<file path="config.mk">
export PLATFORM = sky130hd
export DESIGN_NAME = wr_cell_flat
export DESIGN_NICKNAME = d
export VERILOG_FILES = /design/src/rtl/wr_cell_pkg.sv /design/src/rtl/wr_cell_if.sv /design/src/rtl/wr_cell_vld_dly_line.sv /design/src/rtl/wr_cell.sv /design/src/flat_wrapper.sv
export SDC_FILE = /design/constraint.sdc
export NUM_CORES = 1
export LEC_CHECK = 0
export CAP_MARGIN = 20
export CORE_AREA = 2 2 75 59
export CTS_CLUSTER_SIZE = 28
export DETAILED_ROUTE_END_ITERATION = 10
export DIE_AREA = 0 0 77 61
export GPL_TIMING_DRIVEN = 0
export PLACE_DENSITY = 0.72
export SYNTH_ARGS = -nofsm -noshare
export SYNTH_HDL_FRONTEND = slang
export SYNTH_SLANG_ARGS = --single-unit
</file>
<file path="constraint.sdc">
create_clock -name clk -period 3.9 [get_ports clk]
set_input_delay 0.78 -clock clk [delete_from_list [all_inputs] [get_ports clk]]
set_output_delay 0.78 -clock clk [all_outputs]
set_load 0.03 [all_outputs]
</file>
<file path="src/rtl/wr_cell_pkg.sv">
// Shared LDPC address-cell definitions: cycle encoding and packed-offset field slicing.
package wr_cell_pkg;

  localparam logic [1:0] CYC_ZERO = 2'b00;
  localparam logic [1:0] CYC_1    = 2'b01;
  localparam logic [1:0] CYC_2    = 2'b10;
  localparam logic [1:0] CYC_3    = 2'b11;

  // Zero-offset cycles take no field from the packed offsets at all.
  function automatic logic cyc_has_off(input logic [1:0] cyc);
    return cyc != CYC_ZERO;
  endfunction

  // LSB of the offset field for a cycle; fields are packed {off1, off2, off3}.
  function automatic int unsigned fld_lsb(input logic [1:0] cyc, input int unsigned a_wid);
    int unsigned lsb;
    case (cyc)
      CYC_1:   lsb = 2 * a_wid;
      CYC_2:   lsb = a_wid;
      default: lsb = 0;
    endcase
    return lsb;
  endfunction

  function automatic logic cyc_is_last(input logic [1:0] cyc);
    return cyc == CYC_3;
  endfunction

endpackage

</file>
<file path="src/rtl/wr_cell_if.sv">
// Request and write-issue signals of the LDPC write-address cell.
interface wr_cell_if #(
  parameter int A_WID = 8,
  parameter int P_WID = 4
);
  logic               en;
  logic [1:0]         cycle;
  logic [A_WID-1:0]   base_addr;
  logic [3*A_WID-1:0] addr_offset;
  logic               flush;
  logic               wr_en;
  logic [A_WID-1:0]   wr_addr;
  logic               wr_last;
  logic [P_WID-1:0]   pending;

  modport master (
    output en, cycle, base_addr, addr_offset, flush,
    input  wr_en, wr_addr, wr_last, pending
  );

  modport slave (
    input  en, cycle, base_addr, addr_offset, flush,
    output wr_en, wr_addr, wr_last, pending
  );
endinterface

</file>
<file path="src/rtl/wr_cell_vld_dly_line.sv">
// Valid-qualified fixed-depth shift register; valids reset/clear, payload is free-running.
module vld_dly_line #(
  parameter int WIDTH = 8,
  parameter int DEPTH = 4
) (
  input  logic             clk,
  input  logic             reset_n,
  input  logic             clr,
  input  logic             in_vld,
  input  logic [WIDTH-1:0] in_data,
  output logic             out_vld,
  output logic [WIDTH-1:0] out_data,
  output logic             nxt_vld
);

  logic [DEPTH-1:0] vld_p;
  logic [WIDTH-1:0] data_p [DEPTH];

  always_ff @(posedge clk or negedge reset_n) begin
    if (!reset_n) begin
      vld_p <= '0;
    end else if (clr) begin
      vld_p <= '0;
    end else begin
      vld_p[0] <= in_vld;
      for (int i = 1; i < DEPTH; i++) vld_p[i] <= vld_p[i-1];
    end
  end

  always_ff @(posedge clk) begin
    data_p[0] <= in_data;
    for (int i = 1; i < DEPTH; i++) data_p[i] <= data_p[i-1];
  end

  assign out_vld  = vld_p[DEPTH-1];
  assign out_data = data_p[DEPTH-1];

  // nxt_vld flags the entry that reaches the final stage at the coming edge.
  generate
    if (DEPTH == 1) begin : g_single
      assign nxt_vld = in_vld & ~clr;
    end else begin : g_multi
      assign nxt_vld = vld_p[DEPTH-2] & ~clr;
    end
  endgenerate

endmodule

</file>
<file path="src/rtl/wr_cell.sv">
// LDPC message-memory write-address cell: replays read-side addresses LAT cycles later as writes.
module wr_cell
  import wr_cell_pkg::*;
#(
  parameter int A_WID = 8,
  parameter int LAT   = 4,
  parameter int P_WID = 4
) (
  input  logic     clk,
  input  logic     reset_n,
  wr_cell_if.slave bus
);

  logic               vld_p0;
  logic [A_WID-1:0]   off_p0;
  logic [A_WID-1:0]   addr_p0;
  logic               last_p0;
  logic               out_vld;
  logic [A_WID:0]     out_data;
  logic               nxt_vld;
  logic [P_WID-1:0]   pending_q;

  // Stage p0: offset select and address sum, masked when idle so X never enters the line.
  always_comb begin
    off_p0  = '0;
    addr_p0 = '0;
    last_p0 = 1'b0;
    if (bus.en) begin
      if (cyc_has_off(bus.cycle))
        off_p0 = bus.addr_offset[fld_lsb(bus.cycle, A_WID) +: A_WID];
      addr_p0 = bus.base_addr + off_p0;
      last_p0 = cyc_is_last(bus.cycle);
    end
  end

  assign vld_p0 = bus.en & ~bus.flush;

  // Stages p1..pLAT: the final stage doubles as the write-issue register.
  vld_dly_line #(
    .WIDTH (A_WID + 1),
    .DEPTH (LAT)
  ) u_dly (
    .clk      (clk),
    .reset_n  (reset_n),
    .clr      (bus.flush),
    .in_vld   (vld_p0),
    .in_data  ({last_p0, addr_p0}),
    .out_vld  (out_vld),
    .out_data (out_data),
    .nxt_vld  (nxt_vld)
  );

  always_ff @(posedge clk or negedge reset_n) begin
    if (!reset_n) begin
      pending_q <= '0;
    end else if (bus.flush) begin
      pending_q <= '0;
    end else begin
      case ({vld_p0, nxt_vld})
        2'b10:   pending_q <= pending_q + P_WID'(1);
        2'b01:   pending_q <= pending_q - P_WID'(1);
        default: pending_q <= pending_q;
      endcase
    end
  end

  assign bus.wr_en   = out_vld;
  assign bus.wr_addr = out_vld ? out_data[A_WID-1:0] : '0;
  assign bus.wr_last = out_vld & out_data[A_WID];
  assign bus.pending = pending_q;

endmodule

</file>
<file path="src/flat_wrapper.sv">
// flat-port wrapper written by rule: the top's interface ports become plain ports
module wr_cell_flat import wr_cell_pkg::*;
#(
  parameter int A_WID = 8,
  parameter int LAT   = 4,
  parameter int P_WID = 4
)
  (clk, reset_n, bus_en, bus_cycle, bus_base_addr, bus_addr_offset, bus_flush, bus_wr_en, bus_wr_addr, bus_wr_last, bus_pending);
  wr_cell_if #(.A_WID(A_WID), .P_WID(P_WID)) bus_i ();
  input  logic clk;
  input  logic reset_n;
  input wire logic [$bits(bus_i.en)-1:0] bus_en;
  input wire logic [$bits(bus_i.cycle)-1:0] bus_cycle;
  input wire logic [$bits(bus_i.base_addr)-1:0] bus_base_addr;
  input wire logic [$bits(bus_i.addr_offset)-1:0] bus_addr_offset;
  input wire logic [$bits(bus_i.flush)-1:0] bus_flush;
  output wire logic [$bits(bus_i.wr_en)-1:0] bus_wr_en;
  output wire logic [$bits(bus_i.wr_addr)-1:0] bus_wr_addr;
  output wire logic [$bits(bus_i.wr_last)-1:0] bus_wr_last;
  output wire logic [$bits(bus_i.pending)-1:0] bus_pending;
  assign bus_i.en = bus_en;
  assign bus_i.cycle = bus_cycle;
  assign bus_i.base_addr = bus_base_addr;
  assign bus_i.addr_offset = bus_addr_offset;
  assign bus_i.flush = bus_flush;
  assign bus_wr_en = bus_i.wr_en;
  assign bus_wr_addr = bus_i.wr_addr;
  assign bus_wr_last = bus_i.wr_last;
  assign bus_pending = bus_i.pending;
  wr_cell #(.A_WID(A_WID), .LAT(LAT), .P_WID(P_WID)) u_core (.clk(clk), .reset_n(reset_n), .bus(bus_i));
endmodule
</file>
======== Word level (Yosys, flattened, before mapping) ========
Memories as Yosys holds them, arrays and structs flattened.
Index checks and enable logic that the tools add are counted.
word-level totals
  bits in registers ....................... 8
  word-level logic and storage cells ...... 29
  memories kept ........................... 1
  memory bits (writable) .................. 36
  input bits .............................. 38
memory list
  name                 words  bits a word  read ports  clocked after memory_dff  write ports  line                        text
  u_core.u_dly.data_p  4      9            4           0                         4            wr_cell_vld_dly_line.sv:17  logic [WIDTH-1:0] data_p [DEPTH];
operators by class
  reduce and logical (&&, ||, !) cells .... 2
  mux-type cells .......................... 11
  $add $sub $neg .......................... 3
  eq/ne operators ......................... 5
  bitwise operators ....................... 4
  shift-type cells ........................ 1
operators with widths
  cell                                                  count
  two-way mux 32 bit                                    2
  variable part select 24 x 33 -> 8 bit                 1
  two-way mux 8 bit                                     4
  one-hot mux 5 bit (2 select lines)                    1
  adder 8 bit                                           1
  two-way mux 4 bit                                     2
  one-hot mux 4 bit (2 select lines)                    1
  equality test 2 bit (second input constant)           3
  adder 4 x 1 -> 4 bit (second input constant)          1
  equality test 2 x 1 -> 1 bit (second input constant)  2
  subtractor 4 x 1 -> 4 bit (second input constant)     1
  AND 1 bit                                             3
  nonzero test 3 bit                                    1
  nonzero test 2 bit                                    1
  two-way mux 1 bit                                     1
  NOT 1 bit                                             1

======== Depth between registers and ports, before layout ========
  depth after elaboration ................. 9
  gate-level depth with buffers ........... 12
  gate-level depth less buffers ........... 10

======== Cells and area by module ========
A second synthesis with hierarchy kept.
unflattened totals
  cell total of the unflattened synthesis .. 143
  area total of the unflattened synthesis .. 1,701.6 sq um
modules (own cells, without submodules)
  module        area each (sq um)  instances  sequential area each (sq um)  cells each
  wr_cell       855.8              1          100.1                         99
  vld_dly_line  845.8              1          820.8                         44

======== Worst setup path after synthesis ========
No wires, ideal clock.
  path type ............................... input port to flip-flop
  start ................................... input bus_cycle[0]
  end ..................................... memory u_core.u_dly.data_p[0][5] in the netlist's numbering
  arrival time ............................ 2.597 ns
  buffers on the path ..................... 1
  stages .................................. 10
  required time ........................... 3.785 ns
  path slack .............................. 1.188 ns
  path through ............................ buf_6 -> mux2_2 -> a22oi_1 -> inv_1 -> ha_1 -> a211oi_1 -> o21ai_0 -> a21oi_1 -> xnor2_1 -> and2_1
RTL lines
  item                line                        text
  start: declaration  flat_wrapper.sv:13          input wire logic [$bits(bus_i.cycle)-1:0] bus_cycle;
  end: declaration    wr_cell_vld_dly_line.sv:17

==> summary by stage <==
Drt
The count of nets left with antenna violations once routing finished came out at 0. The via total after detailed routing is approximately 1200. For this block, wires on met1 add up to between 1000 and 1500 um.

The length of the first detailed-routing pass in iterations is 2. Detailed routing placed a total of 1310 um of wire on met2. The starting DRC count in detailed routing is 31.

The met3 wire length is ~260 um. The top routing layer in use is met4. After detailed routing, the average wire length per cell comes to 11.3 um. The DRC violations left is 0.

The post-detailed-route via-to-cell ratio is 4.60. The total length of routed wires is slightly below 3000 um.

CTS
Gates resized during post-CTS repair numbered 0. The deepest clock path buffer count is 2. The number of buffers created by CTS is 5. The post-CTS setup buffer count is 0. The clock transition time at the flip-flop clock pins of the worst setup and hold paths is roughly 0.08 ns.

The post-cts hold buffer count is 0. The later pin in the worst-skew pair is clocked with a latency of between 0.2 and 0.3 ns. The number of sinks driven by the clock tree is 44. The clock tree synthesis step divided the H-tree into 2 levels.

The cell sitting at the root of the clock tree is a sky130_fd_sc_hd__clkbuf_8. The TritonCTS clock tree is built.

Critical path
The delay contributed by the slowest stage of the critical path is approximately 0.4 ns. The sort of element at the start of the critical path is an input pin. At the worst endpoint, the arrival time is 3.11 ns. By startpoint and endpoint, the worst setup path is classified as in -> reg. The worst-path maximum fanout is 2. The critical path data required time is slightly above 4 ns. The count of buffering cells on the critical path with inverters included is 2. Traced cell by cell, the critical path runs through clkdlybuf4s50_1, mux2_2, a22oi_1, inv_1, ha_1, a211oi_1, o21ai_0, a21oi_1, xnor2_1, and2_1. On the critical path the largest part of the delay comes from compound AO/OA/AOI/OAI gates. The slowest stage cell on the critical path is sky130_fd_sc_hd__clkdlybuf4s50_1. The worst setup path is captured at a flip-flop.

Placement
Once placement finished, the instance area stood at around 2300 um2. In this run the tool buffered the top-level ports with between 40 and 50 buffer cells. Routability-driven placement finished with a final weighted congestion of roughly 0.8.

The sum of net half-perimeters after detailed placement is approximately 2400 um.

Final layout
The combined flip-flop and latch cell area is just over 900 um2. In the layout the commonest cells are sky130_fd_sc_hd__clkdlybuf4s50_1 (49), sky130_fd_sc_hd__dfxtp_1 (36), sky130_fd_sc_hd__and2_1 (12), sky130_fd_sc_hd__ha_1 (9). The layout overhead on the synthesized area is 38.9%.

The library cell used most frequently in the layout, excluding fill and tap cells, is sky130_fd_sc_hd__clkdlybuf4s50_1. Counting the fill cells in the layout gives 340. The repair_antennas step left the layout with diodes totalling 0.

In the final layout, the share of cells above drive strength 1 is a little over a tenth. After routing the design area is around 2400 um2. The multi-input combinational cells in the finished layout cover a total of 744 um2.

The post-layout net count is 251.

STA
In the final timing run, aggregate negative setup slack is 0 ns. The slew at the pin with the worst max-slew slack is roughly 0.36 ns. The relative max-transition margin is around 76%. The total count of hold-check failures in the final report came to 0. Setup repair after global routing left no endpoint under its margin. The max-slew violation total from the final report is 0. The shortest clock period the worst path allows after layout is between 2 and 3 ns. The final critical-path share of the clock period is between 70 and 80%. Setup violations remaining at the end of the flow were counted as 0.

The maximum clock frequency is roughly 0.34 GHz. Across the routed clock network, the largest skew measured is ~0.0028 ns.

Yosys
The count of different cell masters after synthesis is 34. The most used flip-flop cell after synthesis is sky130_fd_sc_hd__dfxtp_1. In this run, synthesis inferred 0 flip-flops with an integrated enable.

Yosys attributes the largest share of cell area to sky130_fd_sc_hd__dfxtp_1 (42%), sky130_fd_sc_hd__dfrtp_1 (12%), sky130_fd_sc_hd__ha_1 (6.5%), sky130_fd_sc_hd__mux2_2 (4.6%), sky130_fd_sc_hd__and2_1 (4.3%). The average instance area after synthesis is around 12 um2. The top cell type's share of synthesized area is 41.7%. Summed over all instances, the cell type with the most area after synthesis is sky130_fd_sc_hd__dfxtp_1.

During synthesis, Yosys emitted a total of 0 warnings. Synthesis inferred 44 register bits. The summed instance area of the synthesized netlist is approximately 1700 um2. Of the synthesized area, sequential elements account for between 50% and 60%. The net count of the mapped netlist is roughly 200. The number of instances in the synthesized netlist is ~150. The proportion of synthesized flip-flops having asynchronous set or reset is between 15 and 20%.

GRT
The number of antenna violations at the first check in global routing was 0. The global route total overflow is 0. Entering global routing, the biggest net connects 16 pins.

The number of global-route vias before repair came to between 1000 and 1500. The global-route wire length before repair is approximately 5200 um. Across every metal layer, demand over resource in global routing totals roughly 14%.

Die
For this design the top-level I/O count stands at between 50 and 60. The floorplan step set the die height to approximately 60 um. The floorplan has 20 rows. The core region is just under 4000 um2.

The floorplan step defined a die boundary enclosing between 4000 and 5000 um2. The initial standard-cell utilization of the core is about 44%. The overall die width is slightly below 80 um.

Run status
The flow ran to the end, and the final reports show no timing, DRC or antenna violations.

Worst hold path
The class of the tightest hold or removal check is reg -> reg.

Pwr
Overall power consumption after layout is estimated at just over 1 mW. Power spread over the standard cell area amounts to about 420 nW/um2. For this design the static power due to leakage is 1.04 nW.

The peak supply drop is between 0.15 and 0.2 mV.

Run
The max-cap check violation count is 0.
==> where the power goes <==
part	leakage [nW]	internal, mW	switching (mW)
Combinational	0.573	0.0890	0.0665
Sequential	0.407	0.504	0.0148
Clock	0.0591	0.193	0.151
Total	1.04	0.787	0.232
==> through the flow <==
stage	utilization [%]	hold slack, ns	cells	worst slack, ns
after CTS	60.8	0.326	258	0.989
after floorplan	-	0.310	146	1.19
after global placement	57.9	0.310	250	0.803
final	60.8	0.328	258	0.980
after detailed placement	57.9	0.312	250	0.684
after global routing	60.8	0.336	258	0.856
==> worst register-to-register path, cell delays in order (launching register included) <==
cell	delay, ns
sky130_fd_sc_hd__dfrtp_1	0.36
sky130_fd_sc_hd__nor2b_1	0.18
sky130_fd_sc_hd__nor2b_1	0.30
sky130_fd_sc_hd__ha_1	0.30
sky130_fd_sc_hd__a21o_1	0.16
sky130_fd_sc_hd__a21oi_1	0.17
sky130_fd_sc_hd__mux2i_1	0.24
sky130_fd_sc_hd__xnor2_1	0.14
sky130_fd_sc_hd__nor2_1	0.05
==> final cells by class <==
class,count,area share (%)
sequential,44,38.3
multi-input combinational,91,31.0
timing repair buffer,49,20.4
clock buffer,5,2.86
tap,55,2.86
clock inverter,3,1.88
buffer,4,1.56
inverter,7,1.09
==> routing by layer <==
layer | GRT usage (%) | vias up
met4 | 6.63 | 0
met3 | 5.51 | 10
met5 | 0 | -
met1 | 16.0 | 509
met2 | 25.2 | 53
li1 | - | 614
==> kinds of logic after synthesis <==
kind of cell,after synthesis,synth area share [%]
adders and majority gates,11,8.83
xor gates and xnor gates,6,3.04
DFF,44,53.3
muxes,11,7.16
AOI/OAI and AO/OA,24,9.84
buffers and inverters,11,3.69
and+or+nand+nor,39,14.2
==> registers in the layout, summed over array words and instances, names as in the netlist <==
signal	flops
u_core.bus.pending	4
u_core.u_dly.data_p	36
u_core.u_dly.vld_p	4
==> synth_stat cells, types with 3 or more instances <==
library cell,number
sky130_fd_sc_hd__dfxtp_1,36
sky130_fd_sc_hd__and2_1,12
sky130_fd_sc_hd__ha_1,9
sky130_fd_sc_hd__dfrtp_1,8
sky130_fd_sc_hd__nor2b_1,8
sky130_fd_sc_hd__inv_1,7
sky130_fd_sc_hd__mux2_2,7
sky130_fd_sc_hd__a22o_1,6
sky130_fd_sc_hd__xnor2_1,6
sky130_fd_sc_hd__nor2_1,5
sky130_fd_sc_hd__o21ai_0,5
sky130_fd_sc_hd__a21oi_1,4
sky130_fd_sc_hd__a211oi_1,3
sky130_fd_sc_hd__buf_6,3
sky130_fd_sc_hd__mux2i_1,3
==> final timing paths <==
kind | start | to | slack [ns] | cells past startpoint
setup / recovery | bus_addr_offset[9] | u_core.u_dly.data_p[0][5]$_SDFF_PN0_ | 0.98 | 10
hold / removal | u_core.u_dly.data_p[2][5]$_DFF_P_ | u_core.u_dly.data_p[3][5]$_DFF_P_ | 0.33 | 0
setup reg to reg | u_core.u_dly.vld_p[2]$_DFF_PN0_ | u_core.bus.pending[3]$_DFFE_PN0P_ | 1.88 | 8
hold reg to reg | u_core.u_dly.data_p[2][5]$_DFF_P_ | u_core.u_dly.data_p[3][5]$_DFF_P_ | 0.33 | 0
max in group asynchronous | reset_n | u_core.bus.pending[0]$_DFFE_PN0P_ | 2.88 | 1
min in group asynchronous | reset_n | u_core.bus.pending[3]$_DFFE_PN0P_ | 0.76 | 1
No activity file was read; power rests on OpenSTA's default activity.
